File: config.mk
export PLATFORM = sky130hd
export DESIGN_NAME = fpa_align_flat
export DESIGN_NICKNAME = d
export VERILOG_FILES = /design/src/rtl/fpa_pkg.sv /design/src/rtl/fpa_align_if.sv /design/src/rtl/fpa_unpack.sv /design/src/rtl/fpa_align.sv /design/src/flat_wrapper.sv
export SDC_FILE = /design/constraint.sdc
export NUM_CORES = 1
export LEC_CHECK = 0
export BUFFER_PORTS_ARGS = -buffer_cell sky130_fd_sc_hd__buf_2
export CAP_MARGIN = 30
export CORE_MARGIN = 4
export CORE_UTILIZATION = 45
export CTS_BUF_LIST = sky130_fd_sc_hd__clkbuf_4
export CTS_CLUSTER_SIZE = 16
export DETAILED_ROUTE_END_ITERATION = 8
export HOLD_SLACK_MARGIN = 0.02
export PLACE_DENSITY = 0.68
export SYNTH_ARGS = -nofsm -noshare
export SYNTH_HDL_FRONTEND = slang
export SYNTH_SLANG_ARGS = --single-unit
File: constraint.sdc
create_clock -name clk -period 6.41 [get_ports clk]
set_input_delay 0.3205 -clock clk [delete_from_list [all_inputs] [get_ports clk]]
set_output_delay 0.3205 -clock clk [all_outputs]
set_load 0.005 [all_outputs]
File: src/rtl/fpa_pkg.sv
// Shared field widths, FSM states and the unpacked-operand record for the FP alignment stage.
package fpa_pkg;

    localparam int EXP_W     = 8;
    localparam int FRAC_W    = 23;
    localparam int EXT_W     = 27;
    localparam int ALIGN_CAP = 27;

    localparam logic [EXP_W-1:0] EXP_SPECIAL = 8'hFF;

    typedef enum logic [1:0] {
        IDLE,
        SHIFT,
        DONE
    } state_t;

    typedef struct packed {
        logic             sign;
        logic [EXP_W-1:0] eff_exp;
        logic [EXT_W-1:0] ext;
        logic             nan;
        logic             inf;
        logic             zero;
    } operand_t;

endpackage

File: src/rtl/fpa_align_if.sv
// Operand-in / aligned-record-out handshake bundle between the FP datapath and the alignment stage.
interface fpa_align_if;
    import fpa_pkg::*;

    logic                 in_valid;
    logic                 in_ready;
    logic [31:0]          number_A;
    logic [31:0]          number_B;
    logic                 out_valid;
    logic                 out_ready;
    logic                 big_sign;
    logic [EXP_W-1:0]     big_exp;
    logic [EXT_W-1:0]     big_mant;
    logic                 small_sign;
    logic [EXT_W-1:0]     small_mant;
    logic                 swapped;
    logic                 is_nan;
    logic                 is_inf;

    modport master (
        output in_valid, number_A, number_B, out_ready,
        input  in_ready, out_valid, big_sign, big_exp, big_mant,
               small_sign, small_mant, swapped, is_nan, is_inf
    );

    modport slave (
        input  in_valid, number_A, number_B, out_ready,
        output in_ready, out_valid, big_sign, big_exp, big_mant,
               small_sign, small_mant, swapped, is_nan, is_inf
    );

endinterface

File: src/rtl/fpa_unpack.sv
// Combinational unpack/classify of one IEEE-754 single operand.
module fpa_unpack
    import fpa_pkg::*;
(
    input  logic [31:0] number,
    output operand_t    op
);

    logic [EXP_W-1:0]  exp_field;
    logic [FRAC_W-1:0] frac_field;
    logic              hidden;

    assign exp_field  = number[30:23];
    assign frac_field = number[22:0];
    assign hidden     = (exp_field != '0);

    always_comb begin
        op.sign    = number[31];
        // Denormals share the exponent of the smallest normal.
        op.eff_exp = hidden ? exp_field : EXP_W'(1);
        op.ext     = {hidden, frac_field, 3'b000};
        op.nan     = (exp_field == EXP_SPECIAL) && (frac_field != '0);
        op.inf     = (exp_field == EXP_SPECIAL) && (frac_field == '0);
        op.zero    = !hidden && (frac_field == '0);
    end

endmodule

File: src/rtl/fpa_align.sv
// Orders two FP operands by magnitude and right-aligns the smaller significand
// SHIFT_STEP bits per cycle, keeping a sticky bit in bit 0.
module fpa_align
    import fpa_pkg::*;
#(
    parameter int SHIFT_STEP = 4
) (
    input  logic         clk,
    input  logic         rst,
    fpa_align_if.slave   bus
);

    logic [31:0] operand [2];
    operand_t    op      [2];

    assign operand[0] = bus.number_A;
    assign operand[1] = bus.number_B;

    generate
        for (genvar gi = 0; gi < 2; gi++) begin : g_unpack
            fpa_unpack u_unpack (
                .number (operand[gi]),
                .op     (op[gi])
            );
        end
    endgenerate

    // Ordering and exponent difference, evaluated on the raw input operands.
    logic             swap;
    logic             big_sign_in;
    logic [EXP_W-1:0] big_exp_in;
    logic [EXT_W-1:0] big_ext_in;
    logic             small_sign_in;
    logic [EXP_W-1:0] small_exp_in;
    logic [EXT_W-1:0] small_ext_in;
    logic             small_zero_in;
    logic [EXP_W-1:0] diff;
    logic             special_in;

    always_comb begin
        swap          = (bus.number_B[30:0] > bus.number_A[30:0]);
        big_sign_in   = swap ? op[1].sign    : op[0].sign;
        big_exp_in    = swap ? op[1].eff_exp : op[0].eff_exp;
        big_ext_in    = swap ? op[1].ext     : op[0].ext;
        small_sign_in = swap ? op[0].sign    : op[1].sign;
        small_exp_in  = swap ? op[0].eff_exp : op[1].eff_exp;
        small_ext_in  = swap ? op[0].ext     : op[1].ext;
        small_zero_in = swap ? op[0].zero    : op[1].zero;
        diff          = big_exp_in - small_exp_in;
        special_in    = op[0].nan | op[1].nan | op[0].inf | op[1].inf;
    end

    state_t           state_reg;
    logic [EXP_W-1:0] rem_reg;
    logic             big_sign_reg;
    logic [EXP_W-1:0] big_exp_reg;
    logic [EXT_W-1:0] big_mant_reg;
    logic             small_sign_reg;
    logic [EXT_W-1:0] small_mant_reg;
    logic             swapped_reg;
    logic             is_nan_reg;
    logic             is_inf_reg;

    // One shift step: k bits out, everything lost (plus the old sticky) folds into bit 0.
    logic [EXP_W-1:0] step_k;
    logic [EXT_W-1:0] step_mask;
    logic [EXT_W-1:0] step_shifted;
    logic [EXT_W-1:0] small_mant_next;

    always_comb begin
        step_k          = (rem_reg < EXP_W'(SHIFT_STEP)) ? rem_reg : EXP_W'(SHIFT_STEP);
        step_mask       = (EXT_W'(1) << step_k) - EXT_W'(1);
        step_shifted    = small_mant_reg >> step_k;
        small_mant_next = {step_shifted[EXT_W-1:1],
                           step_shifted[0] | (|(small_mant_reg & step_mask))};
    end

    always_ff @(posedge clk) begin
        if (rst) begin
            state_reg      <= IDLE;
            rem_reg        <= '0;
            big_sign_reg   <= 1'b0;
            big_exp_reg    <= '0;
            big_mant_reg   <= '0;
            small_sign_reg <= 1'b0;
            small_mant_reg <= '0;
            swapped_reg    <= 1'b0;
            is_nan_reg     <= 1'b0;
            is_inf_reg     <= 1'b0;
        end else begin
            case (state_reg)
                IDLE: begin
                    if (bus.in_valid) begin
                        rem_reg        <= diff;
                        big_sign_reg   <= big_sign_in;
                        big_exp_reg    <= big_exp_in;
                        big_mant_reg   <= big_ext_in;
                        small_sign_reg <= small_sign_in;
                        swapped_reg    <= swap;
                        is_nan_reg     <= op[0].nan | op[1].nan;
                        is_inf_reg     <= (op[0].inf | op[1].inf) & ~(op[0].nan | op[1].nan);
                        if (special_in || diff == '0) begin
                            small_mant_reg <= small_ext_in;
                            state_reg      <= DONE;
                        end else if (diff >= EXP_W'(ALIGN_CAP)) begin
                            // Fully shifted out: only the sticky survives.
                            small_mant_reg <= {{(EXT_W-1){1'b0}}, ~small_zero_in};
                            state_reg      <= DONE;
                        end else begin
                            small_mant_reg <= small_ext_in;
                            state_reg      <= SHIFT;
                        end
                    end
                end
                SHIFT: begin
                    small_mant_reg <= small_mant_next;
                    rem_reg        <= rem_reg - step_k;
                    if (rem_reg == step_k) begin
                        state_reg <= DONE;
                    end
                end
                DONE: begin
                    if (bus.out_ready) begin
                        state_reg <= IDLE;
                    end
                end
                default: state_reg <= IDLE;
            endcase
        end
    end

    assign bus.in_ready   = (state_reg == IDLE) && !rst;
    assign bus.out_valid  = (state_reg == DONE);
    assign bus.big_sign   = big_sign_reg;
    assign bus.big_exp    = big_exp_reg;
    assign bus.big_mant   = big_mant_reg;
    assign bus.small_sign = small_sign_reg;
    assign bus.small_mant = small_mant_reg;
    assign bus.swapped    = swapped_reg;
    assign bus.is_nan     = is_nan_reg;
    assign bus.is_inf     = is_inf_reg;

endmodule

File: src/flat_wrapper.sv
// flat-port wrapper written by rule: the top's interface ports become plain ports
module fpa_align_flat import fpa_pkg::*;
#(
    parameter int SHIFT_STEP = 4
)
  (clk, rst, bus_in_valid, bus_number_A, bus_number_B, bus_out_ready, bus_in_ready, bus_out_valid, bus_big_sign, bus_big_exp, bus_big_mant, bus_small_sign, bus_small_mant, bus_swapped, bus_is_nan, bus_is_inf);
  fpa_align_if bus_i ();
  input  logic clk;
  input  logic rst;
  input wire logic [$bits(bus_i.in_valid)-1:0] bus_in_valid;
  input wire logic [$bits(bus_i.number_A)-1:0] bus_number_A;
  input wire logic [$bits(bus_i.number_B)-1:0] bus_number_B;
  input wire logic [$bits(bus_i.out_ready)-1:0] bus_out_ready;
  output wire logic [$bits(bus_i.in_ready)-1:0] bus_in_ready;
  output wire logic [$bits(bus_i.out_valid)-1:0] bus_out_valid;
  output wire logic [$bits(bus_i.big_sign)-1:0] bus_big_sign;
  output wire logic [$bits(bus_i.big_exp)-1:0] bus_big_exp;
  output wire logic [$bits(bus_i.big_mant)-1:0] bus_big_mant;
  output wire logic [$bits(bus_i.small_sign)-1:0] bus_small_sign;
  output wire logic [$bits(bus_i.small_mant)-1:0] bus_small_mant;
  output wire logic [$bits(bus_i.swapped)-1:0] bus_swapped;
  output wire logic [$bits(bus_i.is_nan)-1:0] bus_is_nan;
  output wire logic [$bits(bus_i.is_inf)-1:0] bus_is_inf;
  assign bus_i.in_valid = bus_in_valid;
  assign bus_i.number_A = bus_number_A;
  assign bus_i.number_B = bus_number_B;
  assign bus_i.out_ready = bus_out_ready;
  assign bus_in_ready = bus_i.in_ready;
  assign bus_out_valid = bus_i.out_valid;
  assign bus_big_sign = bus_i.big_sign;
  assign bus_big_exp = bus_i.big_exp;
  assign bus_big_mant = bus_i.big_mant;
  assign bus_small_sign = bus_i.small_sign;
  assign bus_small_mant = bus_i.small_mant;
  assign bus_swapped = bus_i.swapped;
  assign bus_is_nan = bus_i.is_nan;
  assign bus_is_inf = bus_i.is_inf;
  fpa_align #(.SHIFT_STEP(SHIFT_STEP)) u_core (.clk(clk), .rst(rst), .bus(bus_i));
endmodule
; ---- Yosys cells after proc, flatten, opt, wreduce, memory -nomap -nowiden
; Index checks and enable logic that the tools add are counted.
[totals]
register_bits = 77
latch_bits = 0
ram_bits = 0
romBits = 0
input_bits = 68
out_inout_bits = 69
wordCells = 81
memories = 0
[classes]
add_sub_neg = 3
mul = 0
div_mod_pow = 0
magnitude_cmp = 3
eq_ne = 8
shift = 2
mux = 22
bitwise_logic = 9
n_reduce_logical = 24
[ops]
columns = cell, count
row1 = 27-bit two-way mux, 5
row2 = 27-bit case mux with 2 select lines, 1
row3 = 8-bit two-way mux, 6
row4 = 23-bit logical NOT, 2
row5 = 23-bit nonzero test, 2
row6 = 31-bit greater-than comparator, 1
row7 = 27-bit bitwise AND, 1
row8 = 27-bit OR reduction, 1
row9 = "1-bit by 8-bit left shift with 27-bit output, first input constant", 1
row10 = 27-bit by 8-bit >> shifter with 27-bit output, 1
row11 = "27-bit by 2-bit subtractor with 27-bit output, second input constant", 1
row12 = "8-bit == test, second input constant", 2
row13 = 8-bit case mux with 2 select lines, 1
row14 = 8-bit nonzero test, 2
row15 = 8-bit subtractor, 2
row16 = 2-bit two-way mux, 5
row17 = 8-bit == test, 1
row18 = "8-bit by 5-bit greater-or-equal comparator with 1-bit output, second input constant", 1
row19 = 8-bit logical NOT, 1
row20 = "8-bit by 3-bit < comparator with 1-bit output, second input constant", 1
row21 = 1-bit logical AND, 7
row22 = 2-bit case mux with 3 select lines, 1
row23 = 1-bit OR, 5
row24 = "2-bit inequality test, second input constant", 2
row25 = other kinds (12), 18

; ---- Logic depth before layout (Yosys ltp)
[depth]
ltp_word = 9
mapped_depth = 24
depth_no_buf = 19

; ---- Modules after synthesis
; Synthesis repeated with hierarchy kept, for this count alone.
[hier_totals]
hier_cells = 964
area_unflattened_um2 = 7106.8
[by_module_without_submodules]
columns = module, instances, cells_each, area_per_inst_um2, seq_area_each_um2
row1 = fpa_align, 1, 856, 6398.6, 1541.5
row2 = fpa_unpack, 2, 54, 354.1, 0.0

; ---- Least setup slack after synthesis
; No wires, ideal clock.
[synth_timing]
path_kind = input-to-reg
startpoint = input port bus_number_A[29]
endpoint = register u_core.small_mant_reg[17], in the netlist u_core.bus.small_mant[17]
setup_ns = 0.076
t_arrival_ns = 4.065
required_time_ns = 6.334
slack_ns = 2.269
cell_stages = 20
n_path_buf = 3
path_cell_list = inv_1 ha_1 and3_1 nand4_1 nor4_1 nand3_1 o21ai_2 buf_4 mux2_2 ha_1 fa_1 nor2b_1 o311a_1 nor4_1 a311oi_1 a31oi_1 or2_1 buf_6 buf_6 o22ai_1
[synth_via]
elab_chain_cells = 9
word_cells_on_any_way = 20
classes_between = 1 x add/sub / 2 x order compare / 1 x eq/ne / 8 x mux / 3 x bitwise / 5 x reduce/logical
[synth_lines]
columns = item, line_no
row1 = "start, declared", flat_wrapper.sv:11  ; input wire logic [$bits(bus_i.number_A)-1:0] bus_number_A;
row2 = "parallel branches: the longest is 6 deep, another holds 31-bit greater-than comparator", --
row3 = 27-bit two-way mux *, fpa_align.sv:102  ; if (special_in || diff == '0) begin
row4 = 27-bit two-way mux *, fpa_align.sv:93  ; if (bus.in_valid) begin
row5 = 27-bit case mux with 2 select lines *, fpa_align.sv:91  ; case (state_reg)
row6 = "end signal, assigned", fpa_align.sv:103  ; small_mant_reg <= small_ext_in;
row7 = "end signal, assigned", fpa_align.sv:107  ; small_mant_reg <= {{(EXT_W-1){1'b0}}, ~small_zero_in};
row8 = "end signal, assigned", fpa_align.sv:110  ; small_mant_reg <= small_ext_in;
row9 = "end, declared", fpa_align.sv:59  ; logic [EXT_W-1:0] small_mant_reg;
; Mark *: on every way between the ends. The select of a mux whose other input is x is not followed.
; A chain may end at the register's enable or synchronous reset.

; ---- Worst setup path after layout
[layout_timing]
startpoint = input port bus_number_A[24]
endpoint = register u_core.small_mant_reg[21], in the netlist u_core.bus.small_mant[21]
; Same word-level chain as after synthesis.

==> run metrics <==
crit-path leading delay family simple AND/OR/NAND/NOR gates; CTS tree built; cell count after synthesis around 740; Buf+Inv Stages, Crit Path 4; Total Routing Usage GR between 20% and 30%; starting density of the core approximately 46%; number of antenna violations at the first check in global routing 0; crit path max-delay cell type buf_4; NumNets Final 950; Max clock buf depth 2; hpwl dp about 13,000 um; xor and xnor area share after synthesis around 1%; DIE AREA 15,500 um^2; Antenna Violating Nets Remaining 0; Vias per Instance around 5.9; layout cells sized above 1 a little over a fifth; CP Launch Type input port; Most used DFF post-synth dfxtp_1; Synth Area in Adders around 8.5%; routability congestion estimate about 0.9; measured slew at the worst slew-check pin a little over 0.9 ns; 1st-pass router iterations 5; total negative slack 0 ns; worst-path fanout max 52; die height ~120 um; CTS clock-pin slew for the worst setup and hold paths between 0.15 and 0.2 ns; Rows 42; Critical Path Max Stage Delay 0.77 ns; Root Driver clkbuf_4; WP data required slightly below 7 ns; number of flops mapped to enable cells by yosys 0; setup bufs post-CTS 0; max_slew headroom between 30% and 40%; Static Leakage 3.14 nW; pwr dens ~250 nW/um^2; Port Buf Inserts 133; post-synthesis register bit count 74; RSZ-0062 raised after global routing false; post-synthesis sequential area ratio between 20% and 30%; Post-CTS Hold Fix Bufs 0; largest net degree at the start of global routing between 70 and 80; Hold Path Class input port to flop; Slew Viols, Final 0; Post-Syn Area 6120 um^2; skew final 0.0210 ns; Final Hold Violating Endpoints 0; final core occ about half; post-cts resize count 0; largest family of logic cells by synthesized area compound AO/OA/AOI/OAI gates; die width between 100 and 150 um; Synth Area in Simple Gates between 10% and 20%; post-synthesis mux area share 18.9%; Clock Sinks 74; Avg WL per Cell 17.1 um; worst vdd ir ~0.12 mV; CTS Buf Count 9; number of global-route vias before repair approximately 5,400; DR iter-0 viols around 410; status completed; setup violators final 0; DR DRC count 0; fin crit period approximately 4.8 ns; CTS H-tree lvls 3; Reg2Reg Setup Slack 3.18 ns; worst setup path class input port to flop; Crit. End Element flop; Clock Latency Late Sink about 0.46 ns; CP Data Arrival Time approximately 5.1 ns; GR Overflow Total 0; area grow syn2layout 12.3%; core area between 10,000 and 15,000 um^2; Post-Route WL about 17,000 um; Avg Cell Area, Syn between 8 and 9 um^2; first-pass GRT wire length 28,600 um; Post-synth ARST share 0%; Netlist cell types 63; via count 6,003; critical-path cell list buf_2 -> inv_1 -> ha_1 -> and3_1 -> nand4_1 -> nor4_1 -> nand3_1 -> o21ai_4 -> buf_4 -> a21oi_1 -> ha_1 -> inv_1 -> o21ai_0 -> o22ai_1 -> a221oi_1 -> a31oi_1 -> or2_1 -> o221ai_1; Tot Pwr about 0.0017 W; max reg flops 27; total of max-cap violations 0; f_max around 0.21 GHz; Syn. warnings 0; I/O pin cnt between 100 and 150; Final Cycle Share between 70% and 80%; antenna cells 0; complex-gate fraction of the synthesized area a little over a fifth
cell usage after synthesis (2+ instances only):
| library cell | instances | area, um^2 |
|---|---|---|
| nand3_1 | 13 | 65.1 |
| o21a_1 | 6 | 45.0 |
| mux4_2 | 7 | 158 |
| xnor2_1 | 3 | 26.3 |
| nand4_1 | 10 | 62.6 |
| a2bb2oi_1 | 2 | 17.5 |
| o31ai_1 | 2 | 15.0 |
| o311ai_0 | 2 | 17.5 |
| a21oi_1 | 68 | 340 |
| ha_1 | 40 | 500 |
| dfxtp_1 | 74 | 1480 |
| o2111a_1 | 2 | 22.5 |
| buf_6 | 10 | 113 |
| nand2b_1 | 5 | 31.3 |
| buf_1 | 5 | 18.8 |
| nor3_1 | 15 | 75.1 |
| o221ai_1 | 2 | 17.5 |
| conb_1 | 2 | 7.51 |
| or3_1 | 5 | 31.3 |
| o21ai_0 | 27 | 135 |
| mux2_2 | 6 | 67.6 |
| buf_4 | 7 | 52.6 |
| and3_1 | 3 | 18.8 |
| nor2_1 | 82 | 308 |
| nor4_1 | 22 | 138 |
| or2_2 | 5 | 31.3 |
| a21o_1 | 5 | 37.5 |
| buf_2 | 8 | 40.0 |
| a31oi_1 | 3 | 18.8 |
| o211ai_1 | 4 | 30.0 |
| nand3b_1 | 4 | 30.0 |
| a211oi_1 | 38 | 285 |
| nor2b_1 | 7 | 43.8 |
| and2_1 | 2 | 12.5 |
| nand2_1 | 64 | 240 |
| o32ai_1 | 2 | 17.5 |
| o21ai_1 | 2 | 10.0 |
| a32oi_1 | 2 | 17.5 |
| mux4_1 | 14 | 368 |
| mux2i_1 | 56 | 561 |
| o22ai_1 | 23 | 144 |
| xor2_1 | 4 | 35.0 |
| clkbuf_1 | 25 | 93.8 |
| inv_1 | 37 | 139 |
path summary, 6_finish.rpt:
| check | startpoint | endpoint | cells past startpoint |
|---|---|---|---|
| worst max-delay path | bus_number_A[24] | u_core.bus.small_mant[21] | 18 |
| worst min-delay path | bus_number_A[11] | u_core.bus.big_mant[14] | 3 |
| worst max register to register | u_core.rem_reg[2] | u_core.bus.small_mant[0] | 12 |
| worst min register to register | u_core.bus.is_nan | u_core.bus.is_nan | 2 |
cell families after synthesis:
group,count (synthesis)
buffers and inverters,93
DFF,74
xor gates and xnor gates,7
AOI/OAI and AO/OA,202
adders and majority gates,41
other,2
and+or+nand+nor,242
muxes,83
power by group:
| part | switching [W] | total, W | internal (W) |
|---|---|---|---|
| Sequential | 0.0000801 | 0.000611 | 0.000531 |
| Clock | 0.000197 | 0.000279 | 0.0000814 |
| Combinational | 0.000477 | 0.000809 | 0.000333 |
metal layers:
metal  vias to the layer above  GRT usage, %  part of all wire, %  wire, um
li1                       2967             -                    -         -
met5                         -             0                    0         0
met3                        27          4.20                  6.8      1190
met4                         0          6.32                  1.9       339
met2                       224          31.6                   43      7440
met1                      2785          33.0                   49      8520
tightest hold or removal path: stages:
cell      delay (ns)
buf_2           0.12
mux2i_1         0.13
a211oi_1        0.08
stage by stage:
stage	cells	hold WS (ns)	cell area, um^2	worst slack (ns)
floorplan	746	0.479	6120	2.27
global placement	1006	0.478	6750	1.18
detailed placement	1006	0.478	6750	1.15
CTS	1022	0.201	6870	1.61
global route	1022	0.199	6870	1.15
finish	1022	0.226	6870	1.64
layout by cell type (no fill, tap or decap), types with 9 or more instances in the layout:
cell      instances
a211oi_1         38
a21oi_1          68
buf_2           133
clkbuf_4          9
dfxtp_1          74
ha_1             40
inv_1            37
mux2i_1          56
mux4_1           14
nand2_1          64
nand3_1          13
nand4_1          10
nor2_1           82
nor3_1           15
nor4_1           22
o21ai_0          27
o22ai_1          23
area by class of cell:
type | count | area, um^2
clock buffer | 9 | 67.6
fill | 1312 | 6430
multi-input combinational | 579 | 4190
tap | 176 | 220
inverter | 37 | 139
clock inverter | 7 | 53.8
timing repair buffer | 140 | 718
sequential | 74 | 1480
Note: power is estimated with default switching activity, not from simulation.
